--- src/rtl/codec_dac_bus_parser.sv ---
// codec_dac_bus_parser
// Recovers left/right DAC sample words by sniffing the codec serial bus
// (BCLK, LRCK, DAT) in the system clock domain, and flags truncated frames.
//
// Parameters:
//   DATA_WIDTH  - sample word width (8..32)
//   MODE        - 0: left-justified (LRCK=1 left, MSB on the LRCK-edge bit)
//                 1: I2S (LRCK=0 left, MSB one BCLK after the LRCK edge)
//   SYNC_STAGES - synchronizer depth for the bus pins (>= 2)
//
// Ports:
//   CLK, RESET              - system clock, synchronous active-high reset
//   BCLK, LRCK, DAT         - codec bus pins (asynchronous to CLK)
//   LCHAN_DATA, RCHAN_DATA  - last complete left/right word
//   LCHAN_VALID, RCHAN_VALID- one-CLK pulse when the matching word updates
//   FRAME_ERR               - one-CLK pulse on a truncated channel frame
//   SYNCED                  - high once the first LRCK transition is seen
module codec_dac_bus_parser #(
    parameter int unsigned DATA_WIDTH  = 16,
    parameter int unsigned MODE        = 0,
    parameter int unsigned SYNC_STAGES = 2
) (
    input  logic                  CLK,
    input  logic                  RESET,
    input  logic                  BCLK,
    input  logic                  LRCK,
    input  logic                  DAT,
    output logic [DATA_WIDTH-1:0] LCHAN_DATA,
    output logic [DATA_WIDTH-1:0] RCHAN_DATA,
    output logic                  LCHAN_VALID,
    output logic                  RCHAN_VALID,
    output logic                  FRAME_ERR,
    output logic                  SYNCED
);

    localparam int unsigned CNT_W = $clog2(DATA_WIDTH + 1);

    typedef enum logic [1:0] {
        WAIT_SYNC,
        SKIP,
        SHIFT,
        HOLD
    } state_t;

    // Pin synchronizers and bit strobe generation
    logic [SYNC_STAGES-1:0] bclk_sync;
    logic [SYNC_STAGES-1:0] lrck_sync;
    logic [SYNC_STAGES-1:0] dat_sync;
    logic                   bclk_prev;
    logic                   bit_stb;
    logic                   lrck_smp;
    logic                   dat_smp;

    // LRCK/DAT are registered alongside the strobe so they stay aligned with it
    always_ff @(posedge CLK) begin
        if (RESET) begin
            bclk_sync <= '0;
            lrck_sync <= '0;
            dat_sync  <= '0;
            bclk_prev <= 1'b0;
            bit_stb   <= 1'b0;
            lrck_smp  <= 1'b0;
            dat_smp   <= 1'b0;
        end else begin
            bclk_sync <= {bclk_sync[SYNC_STAGES-2:0], BCLK};
            lrck_sync <= {lrck_sync[SYNC_STAGES-2:0], LRCK};
            dat_sync  <= {dat_sync[SYNC_STAGES-2:0], DAT};
            bclk_prev <= bclk_sync[SYNC_STAGES-1];
            bit_stb   <= bclk_sync[SYNC_STAGES-1] & ~bclk_prev;
            lrck_smp  <= lrck_sync[SYNC_STAGES-1];
            dat_smp   <= dat_sync[SYNC_STAGES-1];
        end
    end

    // Frame parser state
    state_t                state,      state_n;
    logic                  lrck_last,  lrck_last_n;
    logic                  have_last,  have_last_n;
    logic                  chan_left,  chan_left_n;
    logic [DATA_WIDTH-1:0] shreg,      shreg_n;
    logic [CNT_W-1:0]      cnt,        cnt_n;
    logic [DATA_WIDTH-1:0] ldata_n,    rdata_n;
    logic                  lvalid_n,   rvalid_n;
    logic                  ferr_n,     synced_n;

    logic                  lr_edge_c;
    logic                  new_left_c;
    logic [DATA_WIDTH-1:0] shift_c;
    logic [CNT_W-1:0]      cnt_inc_c;

    // State and output registers
    always_ff @(posedge CLK) begin
        if (RESET) begin
            state       <= WAIT_SYNC;
            lrck_last   <= 1'b0;
            have_last   <= 1'b0;
            chan_left   <= 1'b0;
            shreg       <= '0;
            cnt         <= '0;
            LCHAN_DATA  <= '0;
            RCHAN_DATA  <= '0;
            LCHAN_VALID <= 1'b0;
            RCHAN_VALID <= 1'b0;
            FRAME_ERR   <= 1'b0;
            SYNCED      <= 1'b0;
        end else begin
            state       <= state_n;
            lrck_last   <= lrck_last_n;
            have_last   <= have_last_n;
            chan_left   <= chan_left_n;
            shreg       <= shreg_n;
            cnt         <= cnt_n;
            LCHAN_DATA  <= ldata_n;
            RCHAN_DATA  <= rdata_n;
            LCHAN_VALID <= lvalid_n;
            RCHAN_VALID <= rvalid_n;
            FRAME_ERR   <= ferr_n;
            SYNCED      <= synced_n;
        end
    end

    // Next-state and output logic
    always_comb begin
        // An LRCK edge needs a prior strobe to compare against; the first strobe
        // after reset only records LRCK so a reset mid-frame cannot fake an edge.
        lr_edge_c   = bit_stb & have_last & (lrck_smp != lrck_last);
        new_left_c  = (MODE == 0) ? lrck_smp : ~lrck_smp;
        shift_c     = {shreg[DATA_WIDTH-2:0], dat_smp};
        cnt_inc_c   = cnt + CNT_W'(1);

        state_n     = state;
        lrck_last_n = bit_stb ? lrck_smp : lrck_last;
        have_last_n = have_last | bit_stb;
        chan_left_n = chan_left;
        shreg_n     = shreg;
        cnt_n       = cnt;
        ldata_n     = LCHAN_DATA;
        rdata_n     = RCHAN_DATA;
        lvalid_n    = 1'b0;
        rvalid_n    = 1'b0;
        ferr_n      = 1'b0;
        synced_n    = SYNCED;

        if (lr_edge_c) begin
            // Partial word in flight is dropped; outputs keep the old word
            if (state == SHIFT || state == SKIP) begin
                ferr_n = 1'b1;
            end
            synced_n    = 1'b1;
            chan_left_n = new_left_c;
            if (MODE == 0) begin
                state_n = SHIFT;
                shreg_n = shift_c;
                cnt_n   = CNT_W'(1);
            end else begin
                state_n = SKIP;
                cnt_n   = '0;
            end
        end else if (bit_stb) begin
            case (state)
                // The LRCK-edge bit was the discarded slot; this bit is the MSB
                SKIP: begin
                    state_n = SHIFT;
                    shreg_n = shift_c;
                    cnt_n   = CNT_W'(1);
                end
                SHIFT: begin
                    shreg_n = shift_c;
                    cnt_n   = cnt_inc_c;
                    if (cnt_inc_c == CNT_W'(DATA_WIDTH)) begin
                        state_n = HOLD;
                        if (chan_left) begin
                            ldata_n  = shift_c;
                            lvalid_n = 1'b1;
                        end else begin
                            rdata_n  = shift_c;
                            rvalid_n = 1'b1;
                        end
                    end
                end
                default: begin
                end
            endcase
        end
    end

endmodule

--- config.mk ---
export PLATFORM = sky130hd
export DESIGN_NAME = codec_dac_bus_parser
export DESIGN_NICKNAME = d
export VERILOG_FILES = /design/src/rtl/codec_dac_bus_parser.sv
export SDC_FILE = /design/constraint.sdc
export NUM_CORES = 1
export LEC_CHECK = 0
export ABC_AREA = 1
export CAP_MARGIN = 20
export CORE_MARGIN = 4
export CORE_UTILIZATION = 48
export DETAILED_ROUTE_END_ITERATION = 8
export PLACE_DENSITY = 0.86
export SLEW_MARGIN = 10
export SYNTH_ARGS = -nofsm -noshare
export SYNTH_HDL_FRONTEND = slang
export SYNTH_SLANG_ARGS = --single-unit
--- constraint.sdc ---
create_clock -name CLK -period 1.4 [get_ports CLK]
set_input_delay 0.42 -clock CLK [delete_from_list [all_inputs] [get_ports CLK]]
set_output_delay 0.42 -clock CLK [all_outputs]
set_load 0.01 [all_outputs]
== After elaboration in Yosys (flattened, before gate mapping) ==
Index checks and enable logic that the tools add are counted.
Storage, ports and cells
  register bits: 71
  bits of input ports: 5
  output and inout port bits: 36
  word-level logic and storage cells: 67
Cells by class
  $add $sub $neg: 1
  equal/unequal tests: 6
  muxes and demuxes: 13
  bitwise gates (word level): 10
  reductions and logical operators: 16
Operators by type and width (count)
  2-to-1 mux 15 bit: 3
  case mux 5 bit (2 select lines): 1
  AND reduction 5 bit: 2
  2-to-1 mux 2 bit: 3
  NOT 1 bit: 6
  AND reduction 2 bit: 3
  AND reduction 3 bit: 2
  nonzero test 2 bit: 3
  OR reduction 2 bit: 3
  adder 5 x 1 -> 5 bit (second input constant): 1
  == test 5 bit (second input constant): 1
  2-to-1 mux 1 bit: 5
  OR reduction 5 bit: 1
  case mux 2 bit (2 select lines): 1
  bitwise AND 1 bit: 3
  inequality test 3 x 2 -> 1 bit (second input constant): 1
  nonzero test 3 bit: 1
  == test 2 x 1 -> 1 bit (second input constant): 1
  == test 2 bit (second input constant): 1
  inequality test 2 x 1 -> 1 bit (second input constant): 1
  logical OR 1 bit: 1
  inequality test 1 bit: 1
  OR 1 bit: 1

== Longest topological paths before layout ==
Gate-level depths: netlist (run 1).
  word-level depth: 6
  depth in mapped cells: 11
  depth with buffers taken out: 10

== Worst setup path before layout (run 1) ==
No wires, ideal clock.
  kind: reg2reg
  start point: register cnt[0]
  end point: register RCHAN_DATA[10]
  library setup time: 113 ps
  arrival: 1389 ps
  required time: 1287 ps
  path slack: -101 ps
  stages on the path, launching flop included: 12
  buffers on the path: 1
  period minus slack after synthesis: 1501 ps
  path through: dfxtp_1 ha_1 inv_1 nand2_1 nand2_2 nor2_4 nand2_2 nor2_4 buf_6 nand3_1 nand2_1 nor2_1
Between the ends
  longest elaborated chain between the ends: 3
Ends and longest elaborated chain
  from (decl): RTL line 81  | logic [CNT_W-1:0] cnt, cnt_n;
  from (signal assigned): RTL line 112  | cnt <= cnt_n;
  adder 5 x 1 -> 5 bit: RTL line 129  | cnt_inc_c = cnt + CNT_W'(1);
  == test 5 bit: RTL line 170  | if (cnt_inc_c == CNT_W'(DATA_WIDTH)) begin
  AND reduction 5 bit (no line)
  to (signal assigned): RTL line 114  | RCHAN_DATA <= rdata_n;
  to (decl): RTL line 29  | output logic [DATA_WIDTH-1:0] RCHAN_DATA,
Every way passes these cells.
A chain may end at the register's enable or synchronous reset.

== Worst setup path after layout (run 1) ==
  start point: register state[0]
  end point: register shreg[7]
Between the ends
  longest elaborated chain between the ends: 4
  elaborated cells on any way between the ends: 5
  those cells by class: 2 x eq/ne; 3 x reduce/logical
Ends and longest elaborated chain
  from (decl): RTL line 76  | state_t state, state_n;
  from (signal assigned): RTL line 107  | state <= state_n;
  == test 2 bit or == test 2 x 1 -> 1 bit (tied branches): RTL line 160  | case (state)
  OR reduction 2 bit (no line) *
  nonzero test 2 bit (no line) *
  AND reduction 2 bit (no line) *
  to (signal assigned): RTL line 111  | shreg <= shreg_n;
  to (decl): RTL line 80  | logic [DATA_WIDTH-1:0] shreg, shreg_n;
Every way passes the cells marked *; elsewhere a longest branch is shown, timed or not.

==> flow_metrics.env, run 1 <==
export IMPL_antenna_left=0
export IMPL_cts_buffers=9
export IMPL_vias=2619
export IMPL_muxShareOfSynthArea_pct=0
export IMPL_reg2reg_to="shreg[7]$_SDFFE_PP0P_"
export IMPL_worstPathMaxFanout=15
export IMPL_yosys_area_top_type="dfxtp_1"
export IMPL_synthAdderAreaFrac_pct=1.786
export IMPL_worst_pin_slew_ps=264.5
export IMPL_first_pass_iters=5
export IMPL_io_pins=41
export IMPL_slowest_stage="dfxtp_2"
export IMPL_grt_pass1_vias=2463
export IMPL_whs_ps=400.1
export IMPL_hp_class="reg -> reg"
export IMPL_dpl_cell_count=483
export IMPL_wirelength_mm=6.950
export IMPL_ys_seq_elements=71
export IMPL_root_buffer="clkbuf_8"
export IMPL_syn_area_per_cell_sq_um=7.700
export IMPL_ys_flop_type="dfxtp_1"
export IMPL_dp_slack_ps=-172.3
export IMPL_report_power_total_mw=3.891
export IMPL_nFillCells=403
export IMPL_max_slew_margin_rel_pct=82.18
export IMPL_fin_crit_sh_pct=112.0
export IMPL_gp_congestion=0.8082
export IMPL_synth_edf_count=0
export IMPL_hp_start="bclk_prev$_SDFF_PP0_"
export IMPL_period_minus_slack_ps=1568
export IMPL_clk_path_buf_depth=2
export IMPL_grt_max_degree=29
export IMPL_slowest_delay_ps=330
export IMPL_irDropWorstVdd_mv=0.9453
export IMPL_reg2reg_from="state[0]$_SDFFE_PP0P_"
export IMPL_setup_tns_ps=-4937
export IMPL_drt_iter0_drc=243
export IMPL_clk_pin_slew_ps=70
export IMPL_grt_usage_pct=18.89
export IMPL_rsz0062_at_grt="yes"
export IMPL_critPathCaptureType="register"
export IMPL_hold_end="bit_stb$_SDFF_PP0_"
export IMPL_status="finished with violations"
export IMPL_cts_htree_levels=3
export IMPL_drive_gt1_share_pct=22.53
export IMPL_dieArea_sq_mm=0.007125
export IMPL_die_w_um=84.41
export IMPL_synth_cells=364
export IMPL_nets=440
export IMPL_r2r_slack_ps=-170
export IMPL_cts_tree="yes"
export IMPL_start_util_pct=50.28
export IMPL_rr_worst_depth=8
export IMPL_start_kind="register"
export IMPL_fin_cells=507
export IMPL_clk_latency_ps=350
export IMPL_dpl_instance_area_sq_mm=0.003461
export IMPL_syn_area_sq_mm=0.002803
export IMPL_yosysTopAreaCellShare_pct=50.71
export IMPL_avgViaCountPerCell=5.166
export IMPL_die_h_um=84.41
export IMPL_yosysUniqueCellTypes=25
export IMPL_place_hpwl_mm=4.156
export IMPL_cpLargestDelayFamily="flip-flops"
export IMPL_power_density_mw_per_mm2=993.9
export IMPL_setup_viol=50
export IMPL_yosys_warnings=0
export IMPL_clock_sinks=71
export IMPL_drc_errors=0
export IMPL_fmax_mhz=637.8
export IMPL_fin_ws_ps=-168.0
export IMPL_synth_nets=373
export IMPL_cap_violations=0
export IMPL_yosysSeqAreaShare_pct=50.71
export IMPL_portBuffers=40
export IMPL_synth_compound_gate_area_share_pct=7.679
export IMPL_grt_pass1_wl_mm=10.76
export IMPL_async_flop_share_pct=0
export IMPL_coreArea_sq_mm=0.005574
export IMPL_min_path_cells=1
export IMPL_final_cell_area_sq_mm=0.003915
export IMPL_cp_arrival_ps=1790
export IMPL_drv_slew=0
export IMPL_synth_top_family_by_area="simple AND/OR/NAND/NOR gates"
export IMPL_area_growth_pct=39.69
export IMPL_synth_area_leaders="dfxtp_1 (51%), nor2_1 (11%), nand2_1 (7.2%)"
export IMPL_synth_xor_area_share_pct=0.3125
export IMPL_leakagePower_nw=1.656
export IMPL_antenna_found_initial=0
export IMPL_clock_skew_final_ps=8.442
export IMPL_hold_viol_final=0
export IMPL_rows=27
export IMPL_critical_path_cell_chain="inv_1 -> ha_4 -> inv_1 -> nand2_2 -> nand2_2 -> buf_12 -> o21ai_0 -> a21oi_1"
export IMPL_path_class="reg -> reg"
export IMPL_required_ps=1620
export IMPL_synth_simple_gate_area_share_pct=29.46
export IMPL_violations="setup timing"
export IMPL_antenna_cells=0
export IMPL_routedWlPerCell_um=13.71
export IMPL_grt_overflow_total=0
export IMPL_fin_util_pct=70.24
export IMPL_crit_buf_inv=3
cells in the mapped netlist (2+ instances only):
master / count
inv_1: 40
ha_1: 4
dfxtp_1: 71
a22oi_1: 2
nand4_1: 2
a21oi_1: 18
nand2_2: 5
nand3_1: 34
buf_2: 6
nand3_2: 2
buf_6: 6
inv_2: 3
a21oi_2: 2
nor3_1: 3
o21ai_0: 16
nand2_1: 54
buf_1: 2
clkbuf_1: 2
nor2_1: 83
nor2_4: 4
layout by cell type (no fill, tap or decap), drive strengths merged:
master	netlist	layout
nor3	3	3
nand4	2	2
a31oi	1	1
clkdlybuf4s50	0	4
nor2	87	87
dlygate4sd2	0	14
nand2	59	59
clkdlybuf4s15	0	20
nand3	37	37
o22ai	1	1
buf	15	32
ha	4	4
a22oi	2	2
clkinv	0	3
xnor2	1	1
a21oi	20	20
bufinv	0	2
dfxtp	71	71
inv	43	43
o21ai	16	16
clkbuf	2	12
clkinvlp	0	1
state kept, by name, indices dropped and copies added (netlist names):
| name | count |
|---|---|
| FRAME_ERR | 1 |
| LCHAN_DATA | 16 |
| LCHAN_VALID | 1 |
| RCHAN_DATA | 16 |
| RCHAN_VALID | 1 |
| SYNCED | 1 |
| bclk_prev | 1 |
| bclk_sync | 2 |
| bit_stb | 1 |
| chan_left | 1 |
| cnt | 5 |
| dat_smp | 1 |
| dat_sync | 2 |
| have_last | 1 |
| lrck_last | 1 |
| lrck_smp | 1 |
| lrck_sync | 2 |
| shreg | 15 |
| state | 2 |
final cells by class:
class	instances	area, sq um	area share [%]
timing repair buffer	73	785.8	20.07
multi-input combinational	233	1234	31.51
tap	72	90.09	2.301
clock inverter	6	86.33	2.205
inverter	43	163.9	4.187
clock buffer	9	123.9	3.164
sequential	71	1431	36.56
repair_timing:
action                                  in CTS  in global routing
gates resized for setup                     55                 49
hold buffers                                 0                  0
hold endpoints to repair                     0                  0
setup buffers                                1                  4
pin swaps                                    6                  1
endpoints found under the setup margin      88                 79
cloned                                       2                  2
kinds of logic (layout without fill, tap and decap cells):
group / after synthesis / count (layout)
fa+ha+maj: 4 / 4
buf+inv: 60 / 131
flops: 71 / 71
xor+xnor: 1 / 1
simple gates: 188 / 188
compound gates: 40 / 40
worst max path at each step:
| stage | startpoint | to | cells after the start |
|---|---|---|---|
| after floorplan | cnt[1]$_SDFFE_PP0P_ | RCHAN_DATA[10]$_SDFFE_PP0P_ | 11 |
| after global placement | cnt[0]$_SDFFE_PP0P_ | LCHAN_DATA[2]$_SDFFE_PP0P_ | 11 |
| after detailed placement | cnt[0]$_SDFFE_PP0P_ | LCHAN_DATA[4]$_SDFFE_PP0P_ | 11 |
| after CTS | cnt[0]$_SDFFE_PP0P_ | RCHAN_DATA[8]$_SDFFE_PP0P_ | 10 |
| after global routing | cnt[0]$_SDFFE_PP0P_ | LCHAN_DATA[14]$_SDFFE_PP0P_ | 12 |
| final | state[0]$_SDFFE_PP0P_ | shreg[7]$_SDFFE_PP0P_ | 8 |
metal layers:
layer	vias to the layer above	global-route usage [%]	wire [um]
met1	1214	20.73	2732
met2	116	33.36	3537
li1	1266	-	-
met4	0	11.22	243
met5	-	0	0
met3	23	4.024	437
where the power goes:
group	leakage, nW	internal [mW]	switching [mW]
Sequential	0.576	2.03	0.00500
Combinational	0.975	0.0455	0.0622
Clock	0.105	0.989	0.762
Total	1.66	3.06	0.829
No activity file was read; power rests on OpenSTA's default activity.
==> run 2: changes to the inputs <==
--- a/config.mk
+++ b/config.mk
@@ -8,9 +8,9 @@
 export ABC_AREA = 1
 export CAP_MARGIN = 20
 export CORE_MARGIN = 4
-export CORE_UTILIZATION = 48
+export CORE_UTILIZATION = 53
 export DETAILED_ROUTE_END_ITERATION = 8
-export PLACE_DENSITY = 0.86
+export PLACE_DENSITY = 0.89
 export SLEW_MARGIN = 10
 export SYNTH_ARGS = -nofsm -noshare
 export SYNTH_HDL_FRONTEND = slang
==> constraint.sdc (replaced) <==
create_clock -name CLK -period 1.8 [get_ports CLK]
set_input_delay 0.54 -clock CLK [delete_from_list [all_inputs] [get_ports CLK]]
set_output_delay 0.54 -clock CLK [all_outputs]
set_load 0.01 [all_outputs]
==> flow_metrics.env, run 2 (synthesis gave the netlist of run 1 again) <==
export IMPL_whs_ps=398.8
export IMPL_grt_pass1_vias=2277
export IMPL_nets=415
export IMPL_met1_length_mm=2.434
export IMPL_clk_pin_slew_ps=80
export IMPL_path_class="reg -> out"
export IMPL_r2r_slack_ps=140
export IMPL_grt_usage_pct=18.55
export IMPL_place_hpwl_mm=3.720
export IMPL_final_cell_area_sq_mm=0.003597
export IMPL_grt_max_degree=51
export IMPL_wirelength_mm=5.821
export IMPL_cts_hold_buf=0
export IMPL_reg_top3="LCHAN_DATA x16, RCHAN_DATA x16, shreg x15"
export IMPL_antenna_found_initial=0
export IMPL_cp_arrival_ps=1220
export IMPL_clk_path_buf_depth=2
export IMPL_dpl_cell_count=463
export IMPL_grt_overflow_total=0
export IMPL_vias=2365
export IMPL_start_util_pct=54.88
export IMPL_wl_met3_um=323
export IMPL_fin_crit_sh_pct=97.55
export IMPL_max_slew_margin_rel_pct=80.86
export IMPL_antenna_left=0
export IMPL_critPathCaptureType="output pin"
export IMPL_drc_errors=0
export IMPL_drive_gt1_share_pct=10.22
export IMPL_grt_pass1_wl_mm=9.370
export IMPL_drv_slew=0
export IMPL_irDropWorstVdd_mv=0.7661
export IMPL_layout_common_cells="nor2_1 (83), dfxtp_1 (71), nand2_1 (53), inv_1 (40), nand3_1 (34)"
export IMPL_root_buffer="clkbuf_8"
export IMPL_highest_layer="met4"
export IMPL_cap_violations=0
export IMPL_worst_pin_slew_ps=286.0
export IMPL_fmax_mhz=569.5
export IMPL_fin_ws_ps=44.05
export IMPL_start_kind="register"
export IMPL_power_density_mw_per_mm2=908.4
export IMPL_required_ps=1260
export IMPL_crit_buf_inv=1
export IMPL_dpl_instance_area_sq_mm=0.003253
export IMPL_cts_tree="yes"
export IMPL_die_w_um=80.72
export IMPL_drt_iter0_drc=171
export IMPL_slowest_delay_ps=540
export IMPL_critical_path_cell_chain="clkdlybuf4s50_1"
export IMPL_dp_slack_ps=89.24
export IMPL_io_pins=41
export IMPL_gp_congestion=0.7493
export IMPL_cts_htree_levels=3
export IMPL_rows=26
export IMPL_portBuffers=40
export IMPL_hp_class="reg -> reg"
export IMPL_die_h_um=80.72
export IMPL_fin_util_pct=70.43
export IMPL_antenna_cells=0
export IMPL_wl_met2_mm=2.895
export IMPL_coreArea_sq_mm=0.005107
export IMPL_setup_tns_ps=0
export IMPL_avgViaCountPerCell=4.917
export IMPL_cpLargestDelayFamily="buffers and inverters"
export IMPL_cts_buffers=9
export IMPL_area_growth_pct=28.35
export IMPL_clk_latency_ps=340
export IMPL_worstPathMaxFanout=2
export IMPL_period_minus_slack_ps=1756
export IMPL_rsz0062_at_grt="no"
export IMPL_setup_viol=0
export IMPL_fin_cells=481
export IMPL_slowest_stage="clkdlybuf4s50_1"
export IMPL_mostFrequentLayoutCell="nor2_1"
export IMPL_leakagePower_nw=1.687
export IMPL_clock_skew_final_ps=9.030
export IMPL_dieArea_sq_mm=0.006516
export IMPL_first_pass_iters=4
export IMPL_report_power_total_mw=3.268
export IMPL_nFillCells=385
export IMPL_status="finished clean"
export IMPL_clock_sinks=71
export IMPL_hold_viol_final=0
export IMPL_routedWlPerCell_um=12.10
run 2: power breakdown:
group	internal (mW)	switching, mW	leakage, nW	total, mW
registers	1.58	0.00498	0.573	1.59
logic	0.0298	0.0431	0.980	0.0728
clock network	1.04	0.570	0.133	1.61
run 2: final cells by class:
cell class / instances / area, sq um / share of cell area, %
Clock buffer: 12 / 165.2 / 4.591
Clock inverter: 4 / 98.84 / 2.748
Inverter: 43 / 161.4 / 4.487
Multi-Input combinational cell: 233 / 1102 / 30.64
Sequential cell: 71 / 1421 / 39.51
Tap cell: 70 / 87.58 / 2.435
Timing Repair Buffer: 48 / 560.5 / 15.58
run 2: layer usage:
metal / vias up / track usage [%]
met4: 0 / 8.953
met3: 17 / 5.493
li1: 1215 / -
met5: - / 0
met1: 1061 / 21.05
met2: 72 / 31.79
run 2: worst paths after layout:
kind                                    start  depth (start not counted)                          end
setup / recovery  RCHAN_DATA[14]$_SDFFE_PP0P_                          1               RCHAN_DATA[14]
setup reg to reg          cnt[1]$_SDFFE_PP0P_                         11  LCHAN_DATA[14]$_SDFFE_PP0P_
hold / removal           bclk_prev$_SDFF_PP0_                          1           bit_stb$_SDFF_PP0_
hold reg to reg          bclk_prev$_SDFF_PP0_                          1           bit_stb$_SDFF_PP0_
run 2: timing repair:
action | in CTS | in global routing
setup endpoints to repair | 0 | 49
setup buffers | 0 | 2
resized for setup | 0 | 16
==> run 3: changes to the inputs <==
--- a/config.mk
+++ b/config.mk
@@ -11,7 +11,6 @@
 export CORE_UTILIZATION = 53
 export DETAILED_ROUTE_END_ITERATION = 8
 export PLACE_DENSITY = 0.89
-export SLEW_MARGIN = 10
 export SYNTH_ARGS = -nofsm -noshare
 export SYNTH_HDL_FRONTEND = slang
 export SYNTH_SLANG_ARGS = --single-unit
==> results of run 3 <==
The final DEF is identical to that of run 2; final timing and power are the same.
